**config.mk**
```make
export PLATFORM = sky130hd
export DESIGN_NAME = prog_mem_loader
export DESIGN_NICKNAME = d
export VERILOG_FILES = /design/src/rtl/prog_mem_loader_pkg.sv /design/src/rtl/prog_mem_loader_timeout.sv /design/src/rtl/prog_mem_loader.sv
export SDC_FILE = /design/constraint.sdc
export NUM_CORES = 1
export LEC_CHECK = 0
export ABC_CLOCK_PERIOD_IN_PS = 4050
export BUFFER_PORTS_ARGS = -buffer_cell sky130_fd_sc_hd__buf_2
export CAP_MARGIN = 20
export CORE_ASPECT_RATIO = 1.5
export CORE_MARGIN = 2
export CORE_UTILIZATION = 45
export CTS_CLUSTER_SIZE = 25
export DETAILED_ROUTE_END_ITERATION = 8
export PLACE_DENSITY = 0.74
export SKIP_LAST_GASP = 1
export SYNTH_ARGS = -nofsm -noshare
export SYNTH_HDL_FRONTEND = slang
export SYNTH_HIERARCHICAL = 1
export SYNTH_SLANG_ARGS = --single-unit
```
**constraint.sdc**
```tcl
create_clock -name clk -period 4.05 [get_ports clk]
set_input_delay 1.0125 -clock clk [delete_from_list [all_inputs] [get_ports clk]]
set_output_delay 1.0125 -clock clk [all_outputs]
set_load 0.05 [all_outputs]
```
**src/rtl/prog_mem_loader_pkg.sv**
```systemverilog
// Shared types and constants for the PicoBlaze program-memory loader.
// Frame: SYNC, LEN_HI, LEN_LO, N x (B0,B1,B2), CSUM.
package prog_mem_loader_pkg;

    localparam int ADDR_W = 10;
    localparam int INSTR_W = 18;
    localparam logic [7:0] SYNC_DEF = 8'h5A;
    localparam int TIMEOUT_DEF = 50000;

    typedef enum logic [3:0] {
        IDLE, LEN_HI, LEN_LO, B0, B1, B2,
        WRITE, CSUM, DONE, ERR
    } state_t;

    function automatic logic [7:0] csum_add(
        input logic [7:0] acc,
        input logic [7:0] b
    );
        return acc + b;
    endfunction

endpackage

```
**src/rtl/prog_mem_loader_timeout.sv**
```systemverilog
// Idle-gap counter: counts cycles without an accepted byte while enabled.
// expired fires on the edge at which the count reaches LIMIT-1.
module loader_timeout #(
    parameter int LIMIT = 50000
) (
    input  logic clk,
    input  logic rst_n,
    input  logic en,
    input  logic clr,
    output logic expired
);

    localparam int W = $clog2(LIMIT) + 1;

    logic [W-1:0] cnt;
    logic [W-1:0] nxt;

    always_comb begin
        nxt = cnt + W'(1);
        if (clr || !en) begin
            nxt = '0;
        end
    end

    assign expired = en && !clr && (nxt == W'(LIMIT - 1));

    always_ff @(posedge clk or negedge rst_n) begin
        if (!rst_n) begin
            cnt <= '0;
        end else begin
            cnt <= nxt;
        end
    end

endmodule

```
**src/rtl/prog_mem_loader.sv**
```systemverilog
// Serial frame loader for the PicoBlaze program memory (block-RAM port A).
// Holds the CPU in reset while a frame is being written.
module prog_mem_loader
    import prog_mem_loader_pkg::*;
#(
    parameter int TIMEOUT_CYC = TIMEOUT_DEF,
    parameter logic [7:0] SYNC_BYTE = SYNC_DEF
) (
    input  logic               clk,
    input  logic               rst_n,
    input  logic [7:0]         rx_data,
    input  logic               rx_valid,
    output logic               rx_ready,
    output logic [ADDR_W-1:0]  mem_addr,
    output logic [INSTR_W-1:0] mem_data,
    output logic               mem_we,
    output logic               cpu_reset,
    output logic               load_busy,
    output logic               load_done,
    output logic               load_err
);

    state_t            state;
    logic [1:0]        len_hi;
    logic [ADDR_W-1:0] left_cnt;
    logic [9:0]        asm_q;
    logic [7:0]        sum;
    logic              acc;
    logic              tmo_en;
    logic              tmo_exp;

    assign acc = rx_valid & rx_ready;
    assign tmo_en = state inside {LEN_HI, LEN_LO, B0, B1, B2, WRITE, CSUM};

    loader_timeout #(
        .LIMIT(TIMEOUT_CYC)
    ) u_tmo (
        .clk(clk),
        .rst_n(rst_n),
        .en(tmo_en),
        .clr(acc),
        .expired(tmo_exp)
    );

    always_ff @(posedge clk or negedge rst_n) begin
        if (!rst_n) begin
            state     <= IDLE;
            rx_ready  <= 1'b0;
            mem_addr  <= '0;
            mem_data  <= '0;
            mem_we    <= 1'b0;
            cpu_reset <= 1'b0;
            load_busy <= 1'b0;
            load_done <= 1'b0;
            load_err  <= 1'b0;
            len_hi    <= '0;
            left_cnt  <= '0;
            asm_q     <= '0;
            sum       <= '0;
        end else begin
            mem_we   <= 1'b0;
            rx_ready <= 1'b1;
            unique case (state)
                IDLE: if (acc && rx_data == SYNC_BYTE) begin
                    load_done <= 1'b0;
                    load_err  <= 1'b0;
                    cpu_reset <= 1'b1;
                    load_busy <= 1'b1;
                    sum       <= '0;
                    state     <= LEN_HI;
                end
                LEN_HI: if (acc) begin
                    sum    <= csum_add(sum, rx_data);
                    len_hi <= rx_data[1:0];
                    state  <= (rx_data[7:2] == 6'd0) ? LEN_LO : ERR;
                end
                LEN_LO: if (acc) begin
                    sum      <= csum_add(sum, rx_data);
                    left_cnt <= {len_hi, rx_data};
                    mem_addr <= '0;
                    state    <= B0;
                end
                B0: if (acc) begin
                    sum        <= csum_add(sum, rx_data);
                    asm_q[9:8] <= rx_data[1:0];
                    state      <= B1;
                end
                B1: if (acc) begin
                    sum        <= csum_add(sum, rx_data);
                    asm_q[7:0] <= rx_data;
                    state      <= B2;
                end
                B2: if (acc) begin
                    sum      <= csum_add(sum, rx_data);
                    mem_data <= {asm_q, rx_data};
                    mem_we   <= 1'b1;
                    rx_ready <= 1'b0;
                    state    <= WRITE;
                end
                WRITE: begin
                    if (left_cnt == '0) begin
                        state <= CSUM;
                    end else begin
                        mem_addr <= mem_addr + ADDR_W'(1);
                        left_cnt <= left_cnt - ADDR_W'(1);
                        state    <= B0;
                    end
                end
                CSUM: if (acc) begin
                    state <= (csum_add(sum, rx_data) == 8'h00) ? DONE : ERR;
                end
                DONE: begin
                    load_done <= 1'b1;
                    cpu_reset <= 1'b0;
                    load_busy <= 1'b0;
                    state     <= IDLE;
                end
                ERR: begin
                    // cpu_reset stays high: memory holds a partial image
                    load_err  <= 1'b1;
                    load_busy <= 1'b0;
                    state     <= IDLE;
                end
                default: state <= IDLE;
            endcase
            if (tmo_exp) begin
                state <= ERR;
            end
        end
    end

endmodule

```
==> results.md, run 1 <==
* Via count at roughly 3.5k
* Dpl hpwl at ~7.0 mm
* Syn Std Cell Area at 4428 µm²
* Finished Layout Cells at 591
* Cts repair resizes at 0
* # IOs at between 40 and 50
* Router iterations before antenna repair at 4
* Clock Pin Slew Worst Setup and Hold Paths at roughly 0.060 ns
* Total grt overflow at 0
* Worst slew pin tran at 0.9910 ns
* CP Capture Type: register
* Crit path time final at 3.339 ns
* First-pass GRT wire length at between 15 and 20 mm
* Crit-path cells: buf_2, nand2_1, inv_1, nor2b_1, and2_1, nand4b_1, or4_1, nor4_1, nor3b_1, o22ai_1
* Routed Antenna Nets at 0
* Synth-to-Final Area Change at 13.76%
* HP Class: register to register
* Synth async-reset ratio at 100.0%
* Final hold slack at 0.4808 ns
* Clock latency on the worst-skew pair at 0.34 ns
* Post-Route WL at 9.958 mm
* Post-synth top flop: dfrtp_1
* Layout Skew at 0.007275 ns
* CP startpoint: rx_valid
* Vias in the first global route at approximately 3.4k
* Hold path startpoint: load_done
* Reg2Reg Depth at 9
* Outcome: finished clean
* WP data arrival at 3.60 ns
* Cell variety after synth at 58
* Ys Warns at 6
* Clock Path Buffers at 2
* Fmax at 0.2995 GHz
* Ant diodes at 0
* Area of the multi-input gates at 2140 µm²
* Setup violations, final at 0
* Net Count, Synth at 455
* Port bufs at 44
* Critical path's slowest cell: nor4_1
* Post-Synthesis Cells at roughly 430
* GRT Util Overall at 19.41%
* Initial antenna violation count at 0
* Routability cong. at 0.9153
* Post-synth EDFFs at 0
* Final nets at approximately 490
* CORE AREA at 9634 µm²
* Crit-path max FO at 9
* Wire per inst at 16.85 µm
* Vias per cell at 5.853
* Hold_buf cts at 0
* Initial Util at 45.96%
* Delay of the slowest critical-path stage at 0.87 ns
* Worst r2r dst: state[0]
* Root Driver: clkbuf_16
* Startpoint Class: primary input
* Hold Violations, Final at 0
* Mean Syn Cell Area at 10.23 µm²
* Hold worst-path end: load_done
* WP data required at around 4.3 ns
* Inst Count DP at 575
* Critical path class: primary input to register
* Post-CTS setup buffers at 0
* Fillers at 842
* Reg-to-reg startpoint: state[1]
* Rel. slew slack at 33.32%
* Htree depth at 3
* TritonCTS Buffers at 9
* Die X at approximately 85 µm
* Die area at 10670 µm²
* Layout cells sized above 1 at 22.06%
* Sequential-to-total area share from yosys stat at 48.04%
* P_leak at 0.002219 µW
* Starting DRC count in detailed routing at 203
* Crit share post-route at 82.44%
* Hold Crit Depth at 2
* Final slew viol count at 0
* RSZ-0062 raised after global routing: false
* R2r setup slk at approximately 0.8 ns
* Final core utilization at between 50 and 60%
* Pwr Density at between 700 and 800 nW/µm²
* DRC violations left at 0
* Peak supply drop at 485.0 µV
* Max Cap Violations at 0
* Register area at 2127 µm²
* Final setup TNS at 0 ns
* Clock Sinks at 85
* CTS tree: yes
* Die height at 125.5 µm
* Largest net degree at the start of global routing at 68
* Flops & latches, synth at 85
* Cell Rows at 44
-- cell usage after synthesis (all sizes together), types with 2 or more instances --
cell type,count,area share (%)
ha,10,2.8
and3,6,0.85
nor2,39,3.3
o22ai,5,0.71
or4,7,1.3
nor2b,5,0.71
mux2,31,7.9
xor2,9,1.8
o211ai,9,1.5
nand4,7,1.1
o22a,3,0.59
nand3,18,2.0
nor4,7,0.99
and4,2,0.42
o21a,2,0.34
o21ba,2,0.45
nor3b,3,0.51
nand2,35,3.0
nand2b,3,0.42
a31oi,5,0.71
inv,15,1.3
mux2i,3,0.68
and2,4,0.57
or4b,2,0.54
a22o,9,1.8
xnor2,8,1.6
a211oi,5,0.85
buf,7,1.3
dfrtp,85,48
clkbuf,13,1.1
a21oi,22,2.7
or3,10,1.4
o21ai,15,1.7
nor3,10,1.1
-- cell families after synthesis --
kind of cell / Yosys count / synth area share, %
AO/OA/AOI/OAI: 88 / 13.85
XOR/XNOR: 17 / 3.363
adder cells (fa/ha/maj): 11 / 3.278
buffers and inverters: 35 / 3.645
flip-flops: 85 / 48.04
multiplexers: 34 / 8.562
AND/OR/NAND/NOR: 163 / 19.27
-- state kept, by name, summed over array words and instances (netlist names), 2 cells and up --
signal,count
asm_q,10
state,4
mem_data,18
sum,8
mem_addr,10
len_hi,2
left_cnt,10
u_tmo/cnt,17
-- through the flow --
step	setup slack, ns	cell area (µm²)	total power [µW]
2_1_floorplan	1.055	4428	2466
3_3_place_gp	0.6793	4712	2750
3_5_place_dp	0.4606	4712	2802
4_1_cts	0.7674	5037	3712
5_1_grt	0.5212	5037	3914
6_report	0.7112	5037	3693
-- critical path: cells and delay by family --
family / cells / cell delay, ns
and+or+nand+nor: 7 / 2.17
buffers and inverters: 2 / 0.25
AOI/OAI and AO/OA: 1 / 0.16
-- routing by layer --
layer	track usage (%)	vias to the layer above	part of all wire, %
li1	-	1649	-
met1	22.55	1717	40
met2	34.24	75	53
met3	4.092	18	4.2
met4	7.937	0	2.7
met5	0	-	0
-- how the worst max path moves through the flow --
| stage | endpoint | slack [ns] | depth (start not counted) |
|---|---|---|---|
| floorplan | state[0] | 1.06 | 9 |
| global placement | state[0] | 0.68 | 10 |
| detailed placement | state[0] | 0.46 | 10 |
| CTS | state[0] | 0.77 | 10 |
| global route | state[0] | 0.52 | 10 |
| finish | state[0] | 0.71 | 10 |
-- power breakdown --
group          internal, µW  total [µW]  leakage [µW]  switching, µW
combinational           518        1450      0.000966            931
sequential             1130        1350       0.00109            228
clock                   556         891      0.000158            335
total                  2200        3690       0.00222           1490
-- layout make-up --
cell class	count	area share (%)
Clock inverter	6	1.714
Clock buffer	10	4.744
Timing Repair Buffer	47	4.868
Multi-Input combinational cell	313	42.47
Tap cell	115	2.856
Sequential cell	85	42.23
Inverter	15	1.118
-- cells in the final DEF (no fill, tap or decap), types with 2 or more instances in the layout --
cell type / count
and3_1: 6
o211ai_1: 9
inv_1: 15
nand3_1: 18
xor2_1: 9
o22a_1: 3
nand4_1: 6
nor3_1: 10
a211oi_1: 5
nor2b_1: 5
a21oi_1: 21
nor3b_1: 3
or4_1: 6
mux2i_1: 3
clkbuf_16: 9
clkinv_2: 2
o22ai_1: 5
buf_2: 43
o21a_1: 2
dfrtp_1: 85
nand2_1: 35
mux2_2: 31
ha_1: 10
a31oi_1: 5
or3_1: 10
buf_4: 4
nor4_1: 7
and2_1: 4
bufinv_16: 2
o21ai_0: 15
nand2b_1: 3
o21ba_2: 2
xnor2_1: 8
a22o_1: 9
nor2_1: 39
Power figures use the tool's default switching activity.
==> run 2, diff against run 1 <==
--- a/config.mk
+++ b/config.mk
@@ -5,7 +5,8 @@
 export SDC_FILE = /design/constraint.sdc
 export NUM_CORES = 1
 export LEC_CHECK = 0
-export ABC_CLOCK_PERIOD_IN_PS = 4050
+export ABC_AREA = 1
+export ABC_CLOCK_PERIOD_IN_PS = 3200
 export BUFFER_PORTS_ARGS = -buffer_cell sky130_fd_sc_hd__buf_2
 export CAP_MARGIN = 20
 export CORE_ASPECT_RATIO = 1.5
@@ -13,7 +14,7 @@
 export CORE_UTILIZATION = 45
 export CTS_CLUSTER_SIZE = 25
 export DETAILED_ROUTE_END_ITERATION = 8
-export PLACE_DENSITY = 0.74
+export PLACE_DENSITY = 0.73
 export SKIP_LAST_GASP = 1
 export SYNTH_ARGS = -nofsm -noshare
 export SYNTH_HDL_FRONTEND = slang
==> constraint.sdc (replaced) <==
create_clock -name clk -period 3.2 [get_ports clk]
set_input_delay 0.8 -clock clk [delete_from_list [all_inputs] [get_ports clk]]
set_output_delay 0.8 -clock clk [all_outputs]
set_load 0.05 [all_outputs]
==> results.md, run 2 <==
* Sequential-to-total area share from yosys stat at 45.92% (-2.1 points)
* Die height at 128.3 µm (+2.2%)
* Root Driver: clkbuf_16
* Port bufs at 44 (unchanged)
* Initial antenna violation count at 0 (unchanged)
* Routed Antenna Nets at 0 (unchanged)
* Ys Warns at 6 (unchanged)
* TritonCTS Buffers at 9 (unchanged)
* P_leak at 0.002819 µW (+27%)
* Clock Sinks at 85 (unchanged)
* Top cell type's share of synthesized area at 45.92% (-2.1 points)
* Routability cong. at 0.8991 (-1.8%)
* Crit-path cells: nor2_2, nand2_1, nand2_1, inv_1, nor2_4, o21ai_0, a21oi_1, nand2_1, nor2_1, nand3_1, nor2_1, inv_1, o21ai_0, o21ai_0
* Outcome: finished clean
* Final slew viol count at 0 (unchanged)
* # IOs at 45 (unchanged)
* Area leader, netlist: dfrtp_1
* Hold_buf cts at 0 (unchanged)
* CORE AREA at 10080 µm² (+4.6%)
* Flops & latches, synth at 85 (unchanged)
* WP data arrival at 2.72 ns (-0.88 ns)
* Post-synth top flop: dfrtp_1
* Initial Util at 45.96% (about the same)
* Delay of the slowest critical-path stage at 0.45 ns (-0.42 ns)
* Crit-path max FO at 17 (+8)
* Total grt overflow at 0 (unchanged)
* Vias per cell at 5.170 (-12%)
* Layout Skew at 0.01011 ns (+0.002832 ns)
* Layout cells sized above 1 at 14.67% (-7.4 points)
* Crit share post-route at 78.46%
* Most frequent cells in the layout: nand2_1 (187), dfrtp_1 (85), inv_1 (83)
* Max Cap Violations at 0 (unchanged)
* Starting DRC count in detailed routing at 224 (+10%)
* First-pass GRT wire length at 18.21 mm (+9.6%)
* Pwr Density at 766.1 nW/µm² (+4.5%)
* Via count at 4022 (+16%)
* Cts repair resizes at 0 (unchanged)
* Largest net degree at the start of global routing at 47 (-31%)
* Clock Path Buffers at 2 (unchanged)
* Commonest non-fill, non-tap cell in the layout: nand2_1
* Final setup TNS at 0 ns (unchanged)
* Fmax at 0.3983 GHz
* CP Capture Type: register
* Most common cell in the netlist: nand2_1
* Setup violations, final at 0 (unchanged)
* Htree depth at 3 (unchanged)
* Final hold slack at 0.4590 ns (-0.02180 ns)
* Synth-to-Final Area Change at 13.97%
* Post-Synthesis Cells at 608 (+40%)
* Rel. slew slack at 61.23% (+28 points)
* Startpoint Class: register
* Cell variety after synth at 41 (-29%)
* RSZ-0062 raised after global routing: false
* WP data required at 3.41 ns (-0.90 ns)
* Die X at 86.84 µm (+2.2%)
* Mean Syn Cell Area at 7.618 µm² (-26%)
* Syn Std Cell Area at 4632 µm² (+4.6%)
* Clock Pin Slew Worst Setup and Hold Paths at 0.06 ns (about the same)
* Largest register FFs at 18 (unchanged)
* HP Class: primary input to async pin
* Net Count, Synth at 630 (+38%)
* Worst slew pin tran at 0.5815 ns (-0.4095 ns)
* Vias in the first global route at 4051 (+18%)
* Router iterations before antenna repair at 4 (unchanged)
* Largest registers: mem_data x18, u_tmo/cnt x17
* Ant diodes at 0 (unchanged)
* Final nets at 678 (+38%)
* Hold Violations, Final at 0 (unchanged)
* Die area at 11140 µm² (+4.4%)
* Dpl hpwl at 7.904 mm (+14%)
* Synth cell count leaders: nand2_1 (187), dfrtp_1 (85), inv_1 (83), nor2_1 (54), o21ai_0 (45)
* Biggest register: mem_data
* CTS tree: yes
* Post-synth EDFFs at 0 (unchanged)
* GRT Util Overall at 20.58% (+1.2 points)
* Wire per inst at 13.72 µm (-19%)
* Synth async-reset ratio at 100.0% (unchanged)
* DRC violations left at 0 (unchanged)
* Leading post-synthesis cells by cell area: dfrtp_1 (46%), nand2_1 (15%), inv_1 (6.7%)
* Clock latency on the worst-skew pair at 0.34 ns (about the same)
* Post-Route WL at 10.67 mm (+7.2%)
* Critical path class: register to register
* Crit path time final at 2.511 ns
* Post-CTS setup buffers at 0 (unchanged)
* Cell Rows at 45 (+2.3%)
* Peak supply drop at 310.8 µV (-36%)
* Critical path's slowest cell: dfrtp_1
[run 2: changes by cell type after synthesis, moves of 8 or more]
| cell | previous run | this run |
|---|---|---|
| or3_1 | 10 | 0 |
| mux2_2 | 31 | 0 |
| clkbuf_1 | 13 | 1 |
| nor2_1 | 39 | 54 |
| nand2_1 | 35 | 187 |
| nand3_1 | 18 | 38 |
| o21ai_0 | 15 | 45 |
| a22o_1 | 9 | 1 |
| nand4_1 | 6 | 15 |
| nand2_2 | 0 | 9 |
| inv_1 | 15 | 83 |
[run 2: cells by family (layout without fill, tap and decap cells)]
kind of cell	after synthesis	after routing	synth area share (%)
simple gates	328	328	31.25
xor+xnor	6	6	1.135
flops	85	85	45.92
fa+ha+maj	11	11	3.133
compound gates	81	81	9.968
buf+inv	97	150	8.590
[run 2: path summary, 6_finish.rpt]
| path | from | to | slack, ns | depth (start not counted) |
|---|---|---|---|---|
| max | state[2] | state[2] | 0.69 | 14 |
| min | rst_n | mem_data[9] | 0.46 | 1 |
| max reg2reg | state[2] | state[2] | 0.69 | 14 |
| min reg2reg | asm_q[3] | mem_data[11] | 0.47 | 2 |
| max in group asynchronous | rst_n | sum[2] | 2.03 | 2 |
| min in group clk | asm_q[3] | mem_data[11] | 0.47 | 2 |
[run 2: worst max-delay path, delay by kind of cell, from the launching register on]
kind / cells / cell delay (ns)
and+or+nand+nor: 8 / 1.18
buffers and inverters: 2 / 0.18
AOI/OAI and AO/OA: 4 / 0.56
DFF: 1 / 0.45
[run 2: metrics by stage]
| stage | total power [µW] | utilization [%] | cell area (µm²) | setup slack (ns) | instances |
|---|---|---|---|---|---|
| global placement | 2885 | 49.15 | 4954 | 0.6414 | 762 |
| detailed placement | 2927 | 49.15 | 4954 | 0.5252 | 762 |
| CTS | 4069 | 52.38 | 5279 | 0.6950 | 778 |
| floorplan | 2587 | - | 4632 | 0.8630 | 608 |
| global route | 4327 | 52.38 | 5279 | 0.3393 | 778 |
| finish | 4044 | 52.38 | 5279 | 0.6891 | 778 |
[run 2: layout make-up]
| cell class | instances | area, µm² |
|---|---|---|
| well taps | 117 | 146.4 |
| clock buffers | 11 | 242.7 |
| flip-flops and latches | 85 | 2127 |
| fillers | 952 | 4800 |
| multi-input cells | 426 | 2107 |
| inverters | 87 | 327.8 |
| repair buffers | 47 | 245.2 |
| clock inverters | 5 | 82.58 |
[run 2: where the power goes]
group / internal (µW) / switching [µW]
logic: 406 / 1010
registers: 1320 / 180
clock network: 708 / 420
total: 2430 / 1610
[run 2: layer usage]
layer / vias to the layer above / global-route usage (%) / wire [µm]
li1: 2035 / - / -
met1: 1890 / 25.09 / 4604
met2: 78 / 34.93 / 5492
met3: 19 / 3.348 / 332
met4: 0 / 9.743 / 242
met5: - / 0 / 0
==> run 3, diff against run 2 <==
--- a/config.mk
+++ b/config.mk
@@ -5,8 +5,8 @@
 export SDC_FILE = /design/constraint.sdc
 export NUM_CORES = 1
 export LEC_CHECK = 0
-export ABC_AREA = 1
-export ABC_CLOCK_PERIOD_IN_PS = 3200
+export ABC_AREA = 0
+export ABC_CLOCK_PERIOD_IN_PS = 2330
 export BUFFER_PORTS_ARGS = -buffer_cell sky130_fd_sc_hd__buf_2
 export CAP_MARGIN = 20
 export CORE_ASPECT_RATIO = 1.5
@@ -14,7 +14,7 @@
 export CORE_UTILIZATION = 45
 export CTS_CLUSTER_SIZE = 25
 export DETAILED_ROUTE_END_ITERATION = 8
-export PLACE_DENSITY = 0.73
+export PLACE_DENSITY = 0.74
 export SKIP_LAST_GASP = 1
 export SYNTH_ARGS = -nofsm -noshare
 export SYNTH_HDL_FRONTEND = slang
==> constraint.sdc (replaced) <==
create_clock -name clk -period 2.33 [get_ports clk]
set_input_delay 0.5825 -clock clk [delete_from_list [all_inputs] [get_ports clk]]
set_output_delay 0.5825 -clock clk [all_outputs]
set_load 0.05 [all_outputs]
==> results.md, run 3 (synthesized netlist as in run 1, its figures left out) <==
* Total grt overflow at 0 (unchanged)
* Reg2Reg Depth at 8 (-6)
* Clock Path Buffers at 2 (unchanged)
* Setup violations, final at 5 (+5)
* P_int at 3966 µW (+63%)
* CP Capture Type: register
* Commonest non-fill, non-tap cell in the layout: dfrtp_1
* Wire per inst at 17.02 µm (+24%)
* Layout Skew at 0.01022 ns (+0.0001125 ns)
* Htree depth at 3 (unchanged)
* Peak supply drop at 1392 µV (+350%)
* Max Cap Violations at 0 (unchanged)
* Critical path class: register to register
* Combinational Power Share at 45.1% (+10 points)
* # IOs at 45 (unchanged)
* WP data required at 2.60 ns (-0.81 ns)
* Final nets at 553 (-18%)
* Clock Pin Slew Worst Setup and Hold Paths at 0.07 ns (about the same)
* GRT Util Overall at 21.06% (+0.48 points)
* Clock Power Share at 20.9% (-7.0 points)
* R2r setup slk at -0.06 ns (-0.75 ns)
* Final core utilization at 58.86% (+6.5 points)
* Vias in the first global route at 3867 (-4.5%)
* Port bufs at 44 (unchanged)
* CORE AREA at 9634 µm² (-4.4%)
* P_leak at 0.002566 µW (-9.0%)
* Hold Violations, Final at 0 (unchanged)
* Clock Sinks at 85 (unchanged)
* Die X at 85.00 µm (-2.1%)
* Final worst slack at -0.05754 ns (-0.7467 ns)
* Routed Antenna Nets at 0 (unchanged)
* Cell Rows at 44 (-2.2%)
* Crit-path max FO at 4 (-13)
* HP Class: primary input to async pin
* Psw at 2828 µW (+75%)
* Initial Util at 45.96% (about the same)
* Final slew viol count at 0 (unchanged)
* Failing checks: negative setup slack
* Initial antenna violation count at 0 (unchanged)
* Root Driver: clkbuf_16
* CTS tree: yes
* Vias per cell at 5.820 (+13%)
* WP data arrival at 2.65 ns (-0.07 ns)
* Largest net degree at the start of global routing at 48 (+2.1%)
* Pwr Density at 1198 nW/µm² (+56%)
* Fmax at 0.4188 GHz (+5.2%)
* DRC violations left at 0 (unchanged)
* Largest registers: mem_data x18, u_tmo/cnt x17
* Synth-to-Final Area Change at 28.06%
* Worst r2r dst: state[2]
* Switching Share at 41.62% (+1.8 points)
* Router iterations before antenna repair at 4 (unchanged)
* Pre-CTS WS at -0.2128 ns (-0.7380 ns)
* Reg-to-reg startpoint: left_cnt[0]
* Startpoint Class: register
* Post-Route WL at 11.08 mm (+3.9%)
* Die height at 125.5 µm (-2.2%)
* Dpl hpwl at 7.716 mm (-2.4%)
* Setup crit end: state[2]
* Share of power burned in registers at 34.1% (-3.0 points)
* First-pass GRT wire length at 18.06 mm (-0.83%)
* RSZ-0062 raised after global routing: true
* Outcome: finished, violations left
* Starting DRC count in detailed routing at 175 (-22%)
* Worst slew pin tran at 0.6016 ns (+0.02002 ns)
* TritonCTS Buffers at 9 (unchanged)
* Rel. slew slack at 59.90% (-1.3 points)
* Die area at 10670 µm² (-4.2%)
* Biggest register: mem_data
* Routability cong. at 0.9074 (+0.92%)
* Crit share post-route at 102.5% (+24 points)
* Layout cells sized above 1 at 35.82% (+21 points)
* Via count at 3789 (-5.8%)
* Crit path time final at 2.388 ns (-0.1233 ns)
* Clock latency on the worst-skew pair at 0.35 ns (about the same)
* CP startpoint: left_cnt[0]
* Largest register FFs at 18 (unchanged)
* Most frequent cells in the layout: dfrtp_1 (84), buf_4 (57), buf_2 (43)
* Ant diodes at 0 (unchanged)
-- run 3: cell count changes in the layout (fill, tap and decap cells not counted), sizes merged, moves of 8 or more --
cell / change
nand2: -161
inv: -68
buf: +59
o21ai: -32
mux2: +31
nor2: -27
nand3: -21
or3: +10
a22o: +8
nand4: -8
-- run 3: worst min path at each step --
stage | startpoint | slack (ns) | to | depth (start not counted)
after detailed placement | cpu_reset | 0.48 | cpu_reset | 2
final | rst_n | 0.23 | mem_data[13] | 1
after floorplan | rst_n | 0.29 | asm_q[0] | 0
after CTS | rst_n | 0.26 | left_cnt[2] | 1
after global placement | load_done | 0.47 | load_done | 2
after global routing | rst_n | 0.27 | left_cnt[2] | 1
-- run 3: final cells by class --
cell class,count,area [µm²]
fillers,779,3964
multi-input cells,313,2307
flip-flops and latches,85,2128
repair buffers,107,744.5
clock buffers,10,239.0
well taps,115,143.9
inverters,15,56.30
clock inverters,6,51.30
-- run 3: power groups by stage --
stage	clock network (µW)	logic (µW)	registers [µW]
5_1_grt	1510	3290	2380
3_3_place_gp	0	2810	2280
3_5_place_dp	0	2900	2310
2_1_floorplan	0	1380	2910
4_1_cts	1440	2920	2290
6_report	1420	3060	2310
-- run 3: per-stage QoR --
stage / cell area [µm²] / std cells / power (µW) / hold WS [ns] / setup TNS, ns
floorplan: 4451 / 433 / 4296 / 0.2869 / -0.005978
global route: 5670 / 651 / 7181 / 0.2725 / -1.167
detailed placement: 5134 / 627 / 5209 / 0.4765 / -0.5583
CTS: 5455 / 645 / 6659 / 0.2565 / 0
finish: 5670 / 651 / 6794 / 0.2296 / -0.1147
global placement: 5134 / 627 / 5086 / 0.4697 / -0.1708
-- run 3: routing by layer --
metal  up-vias  part of all wire (%)  global-route usage, %
li1       1778                     -                      -
met1      1875                    39                  24.34
met2       104                    53                  36.90
met3        32                   4.1                  4.092
met4         0                   3.5                  9.897
met5         -                     0                      0
-- run 3: what timing repair did --
item | CTS | global route
endpoints found under the setup margin | 4 | 17
setup buffers | 2 | 4
hold endpoints to repair | 0 | 0
hold buffers | 0 | 0
resized for setup | 3 | 38
cloned | 0 | 2
pin swaps | 1 | 20
-- run 3: critical path: stages, from the launching register on --
cell and delay, ns:
dfrtp_1 0.39, inv_2 0.08, ha_4 0.13, or4b_4 0.47
buf_6 0.15, or4_4 0.45, nor4_4 0.35, o21ai_2 0.09
a211oi_2 0.20
